===== config.mk =====
export PLATFORM = sky130hd
export DESIGN_NAME = wf_dac_player
export DESIGN_NICKNAME = d
export VERILOG_FILES = /design/src/rtl/wf_player_pkg.sv /design/src/rtl/wf_sample_fifo.sv /design/src/rtl/wf_dac_player.sv
export SDC_FILE = /design/constraint.sdc
export NUM_CORES = 1
export LEC_CHECK = 0
export BUFFER_PORTS_ARGS = -buffer_cell sky130_fd_sc_hd__buf_2
export CAP_MARGIN = 20
export CORE_ASPECT_RATIO = 0.7
export CORE_MARGIN = 2
export CORE_UTILIZATION = 54
export DETAILED_ROUTE_END_ITERATION = 10
export PLACE_DENSITY = 0.81
export RECOVER_POWER = 50
export SYNTH_ARGS = -nofsm -noshare
export SYNTH_HDL_FRONTEND = slang
export SYNTH_SLANG_ARGS = --single-unit

===== constraint.sdc =====
create_clock -name clk_in1 -period 10.4 [get_ports clk_in1]
set_input_delay 0 -clock clk_in1 [delete_from_list [all_inputs] [get_ports clk_in1]]
set_output_delay 0 -clock clk_in1 [all_outputs]
set_load 0.005 [all_outputs]

===== src/rtl/wf_player_pkg.sv =====
// wf_dac_player shared types.
// State encoding, I/Q slices and FIFO entry layout.
package wf_player_pkg;

  typedef enum logic [2:0] {
    ST_IDLE,
    ST_PRIME,
    ST_ARMED,
    ST_PLAY,
    ST_FLUSH
  } state_e;

  localparam int ENTRY_W   = 33;
  localparam int TLAST_BIT = 32;
  localparam int I_HI      = 31;
  localparam int I_LO      = 16;
  localparam int Q_HI      = 15;
  localparam int Q_LO      = 0;

endpackage


===== src/rtl/wf_sample_fifo.sv =====
// Show-ahead synchronous FIFO with occupancy count.
// Flush empties it in one cycle and wins over a write.
module wf_sample_fifo #(
  parameter int DEPTH = 16,
  parameter int WIDTH = 33
) (
  input  logic                       clk,
  input  logic                       rst_n,
  input  logic                       flush,
  input  logic                       wr_en,
  input  logic [WIDTH-1:0]           wr_data,
  input  logic                       rd_en,
  output logic [WIDTH-1:0]           rd_data,
  output logic [$clog2(DEPTH):0]     count,
  output logic                       full,
  output logic                       empty
);

  localparam int AW = $clog2(DEPTH);

  logic [WIDTH-1:0] mem [DEPTH];
  logic [AW-1:0]    wr_ptr;
  logic [AW-1:0]    rd_ptr;
  logic             do_wr;
  logic             do_rd;

  assign full    = (count == (AW+1)'(DEPTH));
  assign empty   = (count == '0);
  assign do_wr   = wr_en & ~full & ~flush;
  assign do_rd   = rd_en & ~empty & ~flush;
  assign rd_data = mem[rd_ptr];

  always_ff @(posedge clk) begin
    if (do_wr) mem[wr_ptr] <= wr_data;
  end

  always_ff @(posedge clk or negedge rst_n) begin
    if (!rst_n) begin
      wr_ptr <= '0;
      rd_ptr <= '0;
      count  <= '0;
    end else if (flush) begin
      wr_ptr <= '0;
      rd_ptr <= '0;
      count  <= '0;
    end else begin
      if (do_wr) wr_ptr <= wr_ptr + AW'(1);
      if (do_rd) rd_ptr <= rd_ptr + AW'(1);
      count <= count + (AW+1)'(do_wr) - (AW+1)'(do_rd);
    end
  end

endmodule


===== src/rtl/wf_dac_player.sv =====
// Buffers a replayed waveform and plays one I/Q sample per clock
// on trigger, enforcing length and flagging underflow/framing.
module wf_dac_player
  import wf_player_pkg::*;
#(
  parameter int FIFO_DEPTH  = 16,
  parameter int PRIME_LEVEL = 8,
  parameter int CNT_WIDTH   = 16
) (
  input  logic                 clk_in1,
  input  logic                 aresetn,
  input  logic                 enable,
  input  logic [31:0]          wf_length,
  input  logic                 trigger,
  input  logic                 clear_status,
  input  logic [31:0]          wfin_axis_tdata,
  input  logic                 wfin_axis_tvalid,
  input  logic                 wfin_axis_tlast,
  output logic                 wfin_axis_tready,
  output logic [15:0]          dac_out_i,
  output logic [15:0]          dac_out_q,
  output logic                 dac_out_valid,
  output logic                 armed,
  output logic                 play_active,
  output logic                 play_done,
  output logic                 underflow,
  output logic                 length_err,
  output logic [CNT_WIDTH-1:0] underflow_count
);

  localparam int CW = $clog2(FIFO_DEPTH) + 1;

  state_e             state_q;
  state_e             state_d;
  logic [ENTRY_W-1:0] head;
  logic [CW-1:0]      fifo_count;
  logic               fifo_full;
  logic               fifo_empty;
  logic [CW-1:0]      tl_cnt_q;
  logic [31:0]        len_q;
  logic [31:0]        cnt_q;
  logic               tl_seen_q;
  logic               tl_seen_d;
  logic               accept;
  logic               wr_en;
  logic               pop;
  logic               flush;
  logic               head_last;
  logic               last_smp;
  logic               start;
  logic               set_uf;
  logic               set_le;
  logic               done_d;
  logic               smp_valid;
  logic [31:0]        smp_data;

  assign wfin_axis_tready = (state_q == ST_FLUSH) | ~fifo_full;
  assign accept    = wfin_axis_tvalid & wfin_axis_tready;
  assign wr_en     = accept & (state_q != ST_FLUSH);
  assign head_last = head[TLAST_BIT];
  assign last_smp  = (cnt_q == len_q - 32'd1);
  assign armed     = (state_q == ST_ARMED);
  assign play_active = (state_q == ST_PLAY);

  wf_sample_fifo #(
    .DEPTH (FIFO_DEPTH),
    .WIDTH (ENTRY_W)
  ) u_fifo (
    .clk     (clk_in1),
    .rst_n   (aresetn),
    .flush   (flush),
    .wr_en   (wr_en),
    .wr_data ({wfin_axis_tlast, wfin_axis_tdata}),
    .rd_en   (pop),
    .rd_data (head),
    .count   (fifo_count),
    .full    (fifo_full),
    .empty   (fifo_empty)
  );

  always_comb begin
    state_d   = state_q;
    tl_seen_d = tl_seen_q;
    pop       = 1'b0;
    flush     = 1'b0;
    start     = 1'b0;
    set_uf    = 1'b0;
    set_le    = 1'b0;
    done_d    = 1'b0;
    smp_valid = 1'b0;
    smp_data  = '0;
    unique case (state_q)
      ST_IDLE: begin
        if (enable) state_d = ST_PRIME;
      end
      ST_PRIME: begin
        if (fifo_count >= CW'(PRIME_LEVEL) || tl_cnt_q != '0)
          state_d = ST_ARMED;
      end
      ST_ARMED: begin
        if (trigger) begin
          if (wf_length == '0) begin
            done_d  = 1'b1;
            state_d = ST_PRIME;
          end else begin
            start     = 1'b1;
            tl_seen_d = 1'b0;
            state_d   = ST_PLAY;
          end
        end
      end
      ST_PLAY: begin
        smp_valid = 1'b1;
        // after tlast the frame is over: zero-fill without popping
        if (!tl_seen_q) begin
          if (!fifo_empty) begin
            pop      = 1'b1;
            smp_data = head[31:0];
            if (head_last) begin
              tl_seen_d = 1'b1;
              if (!last_smp) set_le = 1'b1;
            end
          end else begin
            set_uf = 1'b1;
          end
        end
        if (last_smp) begin
          done_d = 1'b1;
          if (tl_seen_d) begin
            state_d = ST_PRIME;
          end else begin
            set_le  = 1'b1;
            state_d = ST_FLUSH;
          end
        end
      end
      ST_FLUSH: begin
        pop = ~fifo_empty;
        if ((pop && head_last) || (accept && wfin_axis_tlast)) begin
          flush   = 1'b1;
          state_d = ST_PRIME;
        end
      end
      default: state_d = ST_IDLE;
    endcase
    if (!enable) begin
      state_d   = ST_IDLE;
      flush     = 1'b1;
      pop       = 1'b0;
      start     = 1'b0;
      set_uf    = 1'b0;
      set_le    = 1'b0;
      done_d    = 1'b0;
      smp_valid = 1'b0;
      smp_data  = '0;
    end
  end

  always_ff @(posedge clk_in1 or negedge aresetn) begin
    if (!aresetn) begin
      state_q   <= ST_IDLE;
      tl_seen_q <= 1'b0;
      tl_cnt_q  <= '0;
      len_q     <= '0;
      cnt_q     <= '0;
    end else begin
      state_q   <= state_d;
      tl_seen_q <= tl_seen_d;
      if (flush) tl_cnt_q <= '0;
      else tl_cnt_q <= tl_cnt_q + CW'(wr_en & wfin_axis_tlast)
                               - CW'(pop & head_last);
      if (start) begin
        len_q <= wf_length;
        cnt_q <= '0;
      end else if (state_q == ST_PLAY) begin
        cnt_q <= cnt_q + 32'd1;
      end
    end
  end

  always_ff @(posedge clk_in1 or negedge aresetn) begin
    if (!aresetn) begin
      dac_out_i       <= '0;
      dac_out_q       <= '0;
      dac_out_valid   <= 1'b0;
      play_done       <= 1'b0;
      underflow       <= 1'b0;
      length_err      <= 1'b0;
      underflow_count <= '0;
    end else begin
      dac_out_i     <= smp_data[I_HI:I_LO];
      dac_out_q     <= smp_data[Q_HI:Q_LO];
      dac_out_valid <= smp_valid;
      play_done     <= done_d;
      if (clear_status) underflow <= 1'b0;
      else if (set_uf) underflow <= 1'b1;
      if (clear_status) length_err <= 1'b0;
      else if (set_le) length_err <= 1'b1;
      if (clear_status) underflow_count <= '0;
      else if (set_uf && underflow_count != '1)
        underflow_count <= underflow_count + CNT_WIDTH'(1);
    end
  end

endmodule


Yosys cells after proc, flatten, opt, wreduce, memory -nomap -nowiden
Memory sizes are Yosys's and may differ from the RTL's.
Index checks and enable logic that the tools add are counted.
{"block": "word_totals", "register_bits": 138, "out_inout_bits": 55, "ram_bits": 528, "memories": 1}
{"block": "op_classes", "addsub": 9, "bitwise_logic": 12, "n_eq_ne": 14, "magnitude_cmp": 1, "n_reduce_logical": 18, "muxes": 65}
{"name": "u_fifo.mem", "words": 16, "width": 33, "read_ports": 1, "rd_clocked_by_memory_dff": 0, "write_ports": 1, "line_no": "wf_sample_fifo.sv:21", "source": "logic [WIDTH-1:0] mem [DEPTH];"}
{"operator": "two-way mux 32 bit", "n": 6}
{"operator": "two-way mux 1 bit", "n": 40}
{"operator": "adder 32 x 1 -> 32 bit (second input constant)", "n": 1}
{"operator": "== test 32 bit", "n": 1}
{"operator": "zero test 32 bit", "n": 1}
{"operator": "two-way mux 16 bit", "n": 2}
{"operator": "subtractor 32 x 1 -> 32 bit (second input constant)", "n": 1}
{"operator": "two-way mux 3 bit", "n": 6}
{"operator": "adder 16 x 1 -> 16 bit (second input constant)", "n": 1}
{"operator": "two-way mux 4 bit", "n": 4}
{"operator": "!= test 16 bit (second input constant)", "n": 1}
{"operator": "case mux 3 bit (5 select lines)", "n": 1}
{"operator": "nonzero test 2 bit", "n": 7}
{"operator": "adder 5 x 1 -> 5 bit", "n": 2}
{"operator": "two-way mux 5 bit", "n": 2}
{"operator": "subtractor 5 x 1 -> 5 bit", "n": 2}
{"operator": "!= test 3 bit (second input constant)", "n": 3}
{"operator": "adder 4 x 1 -> 4 bit (second input constant)", "n": 2}
{"operator": "bitwise AND 1 bit", "n": 8}
{"operator": "== test 3 x 2 -> 1 bit (second input constant)", "n": 2}
{"operator": "!= test 3 x 2 -> 1 bit (second input constant)", "n": 2}
{"operator": "case mux 1 bit (2 select lines)", "n": 3}
{"operator": "== test 5 bit (second input constant)", "n": 1}
{"operator": "greater-or-equal comparator 5 x 4 -> 1 bit (second input constant)", "n": 1}
{"operator": "other kinds (13)", "n": 19}

Depth between registers and ports, before layout
{"block": "logic_depth", "ltp_word": 14, "mapped_depth": 15}

Cells and area by module
From an unflattened synthesis, not the netlist that was laid out.
{"block": "hier_totals", "hier_cells": 1586, "area_unflattened_um2": 27327.5}
{"module": "wf_sample_fifo", "seq_area_each_um2": 16180.5, "area_per_inst_um2": 20656.1, "cells_per_inst": 916, "instances": 1}
{"module": "wf_dac_player", "seq_area_each_um2": 3128.0, "area_per_inst_um2": 6671.4, "cells_per_inst": 670, "instances": 1}

Least setup slack after synthesis
OpenSTA, ideal clock, no wires.
{"block": "synth_path", "path_kind": "flip-flop to flip-flop", "from": "register u_fifo.rd_ptr[0]", "to": "memory u_fifo.mem[3][0], enable pin", "arrival_time_ns": 5.381, "synth_period_minus_slack_ns": 5.887, "path_slack_ns": 4.513, "stages_incl_launch_ff": 9, "required_time_ns": 9.894, "path_cell_list": "dfrtp_1 buf_2 mux4_2 mux4_2 a22oi_1 nor2_1 nor2_1 nand2_2 nor4_1"}
{"block": "synth_via", "elab_chain_len": 10}
{"item": "start, declared", "line_no": "wf_sample_fifo.sv:23", "source": "logic [AW-1:0] rd_ptr;"}
{"item": "start signal, assigned", "line_no": "wf_sample_fifo.sv:48", "source": "if (do_rd) rd_ptr <= rd_ptr + AW'(1);"}
{"item": "memory (16 x 33 bit)"}
{"item": "logical AND 1 bit", "line_no": "wf_dac_player.sv:139", "source": "if ((pop && head_last) || (accept && wfin_axis_tlast)) begin"}
{"item": "logical OR 1 bit", "line_no": "wf_dac_player.sv:139"}
{"item": "two-way mux 1 bit", "line_no": "wf_dac_player.sv:139"}
{"item": "two-way mux 1 bit", "line_no": "wf_dac_player.sv:92", "source": "unique case (state_q)"}
{"item": "two-way mux 1 bit", "line_no": "wf_dac_player.sv:146", "source": "if (!enable) begin"}
{"item": "inverter 1 bit", "line_no": "wf_sample_fifo.sv:29", "source": "assign do_wr = wr_en & ~full & ~flush;"}
{"item": "bitwise AND 1 bit", "line_no": "wf_sample_fifo.sv:29"}
{"item": "two-way mux 1 bit", "line_no": "wf_sample_fifo.sv:34", "source": "if (do_wr) mem[wr_ptr] <= wr_data;"}
{"item": "two-way mux 1 bit (implied by the code)", "line_no": "wf_sample_fifo.sv:34"}
{"item": "end, declared", "line_no": "wf_sample_fifo.sv:21"}
Every way passes these cells.

Worst setup path in the final report
{"block": "layout_path", "from": "register u_fifo.rd_ptr[0]", "to": "memory u_fifo.mem[15][25], enable pin"}
The elaborated chain is that of the path after synthesis.

==> qor.txt <==
Portion of the clock cycle consumed by the worst path in the final layout = 48.11%
Routed WL = 61060 µm
Synthesized instance count = 1590
Worst Skew = 0.02421 ns
Sink count of the clock tree = 666
Share of the synthesized netlist area taken by xor and xnor gates = 2.747%
Cell area after synthesis = 27420 µm²
CTS H-tree depth = 2
Unique cell type count in the Yosys netlist = 61
Number of antenna violations at the first check in global routing = 2
Largest net degree at the start of global routing = 91
Mean area per synthesized cell = 17.24 µm²
Power density relative to cell area = 211.0 nW/µm²
Most instantiated flip-flop cell in the synthesis netlist = sky130_fd_sc_hd__edfxtp_1
Count of flip-flops with a built-in enable after synthesis = 528
RSZ-0062 raised after global routing = no
Worst Hold Class = input port to register
Congestion Overflow GR = 0
DP Cell Count = 2338
Floorplan core area = 50420 µm²
Total CTS buffers = 60
Final Max Slew Viols = 71
Post-synthesis share of cell area spent on and, or, nand and nor gates = 6.755%
Async set-reset flop share out of synthesis = 20.72%
Largest family of logic cells by synthesized area = multiplexers
Final number of hold-violating endpoints = 0
CP Launch Type = register
Type of element capturing the critical path = register
End point of the most critical hold path = len_q[1]
CTS tree = done
Average wire length per cell after detail routing = 24.12 µm
Layer with the highest usage = met2
Logic depth of the worst register-to-register path = 9
Global-route wire length before repair = 92530 µm
Max Clk Rate = 199.8 MHz
Detailed Route Iter0 Violations = 1608
R2r setup slk = 5.40 ns
Yosys warning count = 0
First drt pass iteration count = 6
Clk root buf = sky130_fd_sc_hd__clkbuf_16
Number of standard cells in the final layout excluding fillers = 2531
CTS max path bufs = 3
Buffers added on ports = 125
GPL Wtd Cong = 0.9217
Final routed DRC violation total = 0
Cell depth of the worst hold path = 4
Worst slew margin relative to its limit = -196.5%
Multiplexer share of the synthesized area = 13.35%
Fill cell instance count of the final layout = 3436
Reg-to-reg endpoint = u_fifo.mem[15][25]
Most common library cell in the layout ignoring fill and taps = sky130_fd_sc_hd__edfxtp_1
Synth Register Bits = 666
Ratio of routed vias to standard cells = 6.098
Number of global-route vias before repair = 15560
Initial Utilization = 54.38%
Ports placed on the boundary = 126
Crit path max fanout = 49
Post-layout min period = 5.004 ns
Post-Route Setup TNS = 0 ns
GR Layer Usage met1 = 32.98%
Hold Crit Start = wf_length[1]
Final HPWL from detailed placement = 33980 µm
Post-synthesis to final-layout area growth = 15.14%
Top library cells by usage in the layout, fill and taps aside = 528 x sky130_fd_sc_hd__edfxtp_1, 134 x sky130_fd_sc_hd__dfrtp_1, 133 x sky130_fd_sc_hd__mux4_2, 96 x sky130_fd_sc_hd__clkbuf_1, 95 x sky130_fd_sc_hd__nor2_1
Final core utilization = 62.61%
Floorplan die height = 192.5 µm
Die area = 52620 µm²
Synthesized-area fraction occupied by ao, oa, aoi and oai cells = 3.838%
Endpoint required time on the critical path = 10.65 ns
Arrival time reported for the critical path endpoint = 5.25 ns
Slew at the pin closest to its max-slew limit = 4.447 ns
Chip width = 273.3 µm
Final Hold Slack = 0.1291 ns
Insertion delay to the later sink of the worst-skew pair = 0.64 ns
Adder-cell share of the synthesized area = 1.150%
GRT met3 Usage = 4.765%
Clock transition at the registers of the reported paths = 0.06 ns
Number of setup violations in the final report = 0
Violated checks = capacitance limit, slew limit
Fraction of final layout cells with drive strength greater than 1 = 19.16%
GRT Total Usage = 23.46%
Vias = 15430
Antenna Violating Nets Remaining = 0
Setup repair bufs after CTS = 0
Number of nets produced by synthesis = 1685
Kind of critical path = register to register
Static Leak = 10.47 nW
MaxCap Viol Count = 1
Maximum ir drop on the vdd rail = 0.1453 mV
Status = finished, violations left
Cell Rows = 69
Register area share after synthesis = 70.43%
Start of the worst register-to-register path = u_fifo.rd_ptr[0]
Met2 track utilization from global routing = 36.82%
Number of cells upsized or downsized after cts = 0
Post-layout net count = 1897
## cell families (layout without fill, tap and decap cells)
logic type                 count (synthesis)  in the layout
DFF                                      666            666
and+or+nand+nor                          351            351
buffers and inverters                    118            381
AOI/OAI and AO/OA                        149            149
muxes                                    196            196
other                                      0              4
xor gates and xnor gates                  86             86
adders and majority gates                 24             24
## cells in the mapped netlist, types with 24 or more instances
library cell | instances | area [µm²]
sky130_fd_sc_hd__a211oi_1 | 65 | 488.0
sky130_fd_sc_hd__clkbuf_1 | 48 | 180.2
sky130_fd_sc_hd__dfrtp_1 | 138 | 3453
sky130_fd_sc_hd__edfxtp_1 | 528 | 15860
sky130_fd_sc_hd__inv_1 | 42 | 157.7
sky130_fd_sc_hd__mux2_2 | 27 | 304.0
sky130_fd_sc_hd__mux2i_1 | 36 | 360.4
sky130_fd_sc_hd__mux4_2 | 133 | 2995
sky130_fd_sc_hd__nand2_1 | 50 | 187.7
sky130_fd_sc_hd__nand3_1 | 28 | 140.1
sky130_fd_sc_hd__nand4_1 | 28 | 175.2
sky130_fd_sc_hd__nor2_1 | 99 | 371.6
sky130_fd_sc_hd__nor2b_1 | 38 | 237.7
sky130_fd_sc_hd__o21ai_0 | 24 | 120.1
sky130_fd_sc_hd__xnor2_1 | 47 | 411.6
sky130_fd_sc_hd__xor2_1 | 39 | 341.6
## report_power, final
group	internal (mW)	switching [mW]
Clock	1.27	0.976
Sequential	3.06	0.242
Combinational	0.523	0.593
Total	4.85	1.81
## worst max-delay path, stage by stage (launching register included)
cell and delay (ns):
sky130_fd_sc_hd__dfrtp_4 1.03, sky130_fd_sc_hd__mux4_2 0.62, sky130_fd_sc_hd__mux4_2 0.55, sky130_fd_sc_hd__a22oi_1 0.31, sky130_fd_sc_hd__nor2_1 0.11, sky130_fd_sc_hd__nor2_1 0.30, sky130_fd_sc_hd__nand2_2 0.25, sky130_fd_sc_hd__inv_2 0.15
sky130_fd_sc_hd__nand3_1 0.34, sky130_fd_sc_hd__nor2_4 0.94
## how the worst max path moves through the flow
stage | from | to | slack (ns)
global placement | u_fifo.rd_ptr[1] | u_fifo.mem[13][5] | 5.02
detailed placement | u_fifo.rd_ptr[1] | u_fifo.mem[13][5] | 4.86
finish | u_fifo.rd_ptr[0] | u_fifo.mem[15][25] | 5.40
floorplan | u_fifo.rd_ptr[0] | u_fifo.mem[3][0] | 4.51
global route | aresetn | u_fifo.rd_ptr[0] | 4.73
CTS | u_fifo.rd_ptr[1] | u_fifo.mem[12][29] | 4.81
## area by class of cell
type | instances | area, µm² | area share, %
diodes | 4 | 10.01 | 0.03171
clock buffers | 85 | 1625 | 5.149
clock inverters | 28 | 356.6 | 1.130
inverters | 43 | 161.4 | 0.5113
multi-input cells | 806 | 7720 | 24.46
flip-flops and latches | 666 | 19320 | 61.21
well taps | 674 | 843.3 | 2.672
repair buffers | 225 | 1528 | 4.840
## registers in the layout, indices dropped and copies added, names as in the netlist
register	count
u_fifo.mem	528
cnt_q	32
len_q	32
dac_out_i	16
dac_out_q	16
underflow_count	16
tl_cnt_q	5
u_fifo.count	5
u_fifo.rd_ptr	4
u_fifo.wr_ptr	4
state_q	3
dac_out_valid	1
length_err	1
play_done	1
tl_seen_q	1
underflow	1
## per-layer routing
| metal | part of all wire [%] | vias to the layer above | wire, µm |
|---|---|---|---|
| met4 | 3.0 | 0 | 1855 |
| li1 | - | 6684 | - |
| met1 | 41 | 7877 | 25270 |
| met3 | 8.1 | 140 | 4964 |
| met2 | 47 | 732 | 28970 |
| met5 | 0 | - | 0 |
## timing repair
action,in CTS,in global routing
hold buffers,72,0
endpoints found under the hold margin,663,0
setup endpoints to repair,0,0
## per-stage QoR
stage	instance area, µm²	power (mW)	setup slack (ns)
after floorplan	27420	4.115	4.513
after CTS	31560	6.668	4.813
after detailed placement	28860	4.410	4.863
after global routing	31560	6.918	4.727
after global placement	28860	4.363	5.019
final	31570	6.660	5.396
(Power assumes the default switching activity.)
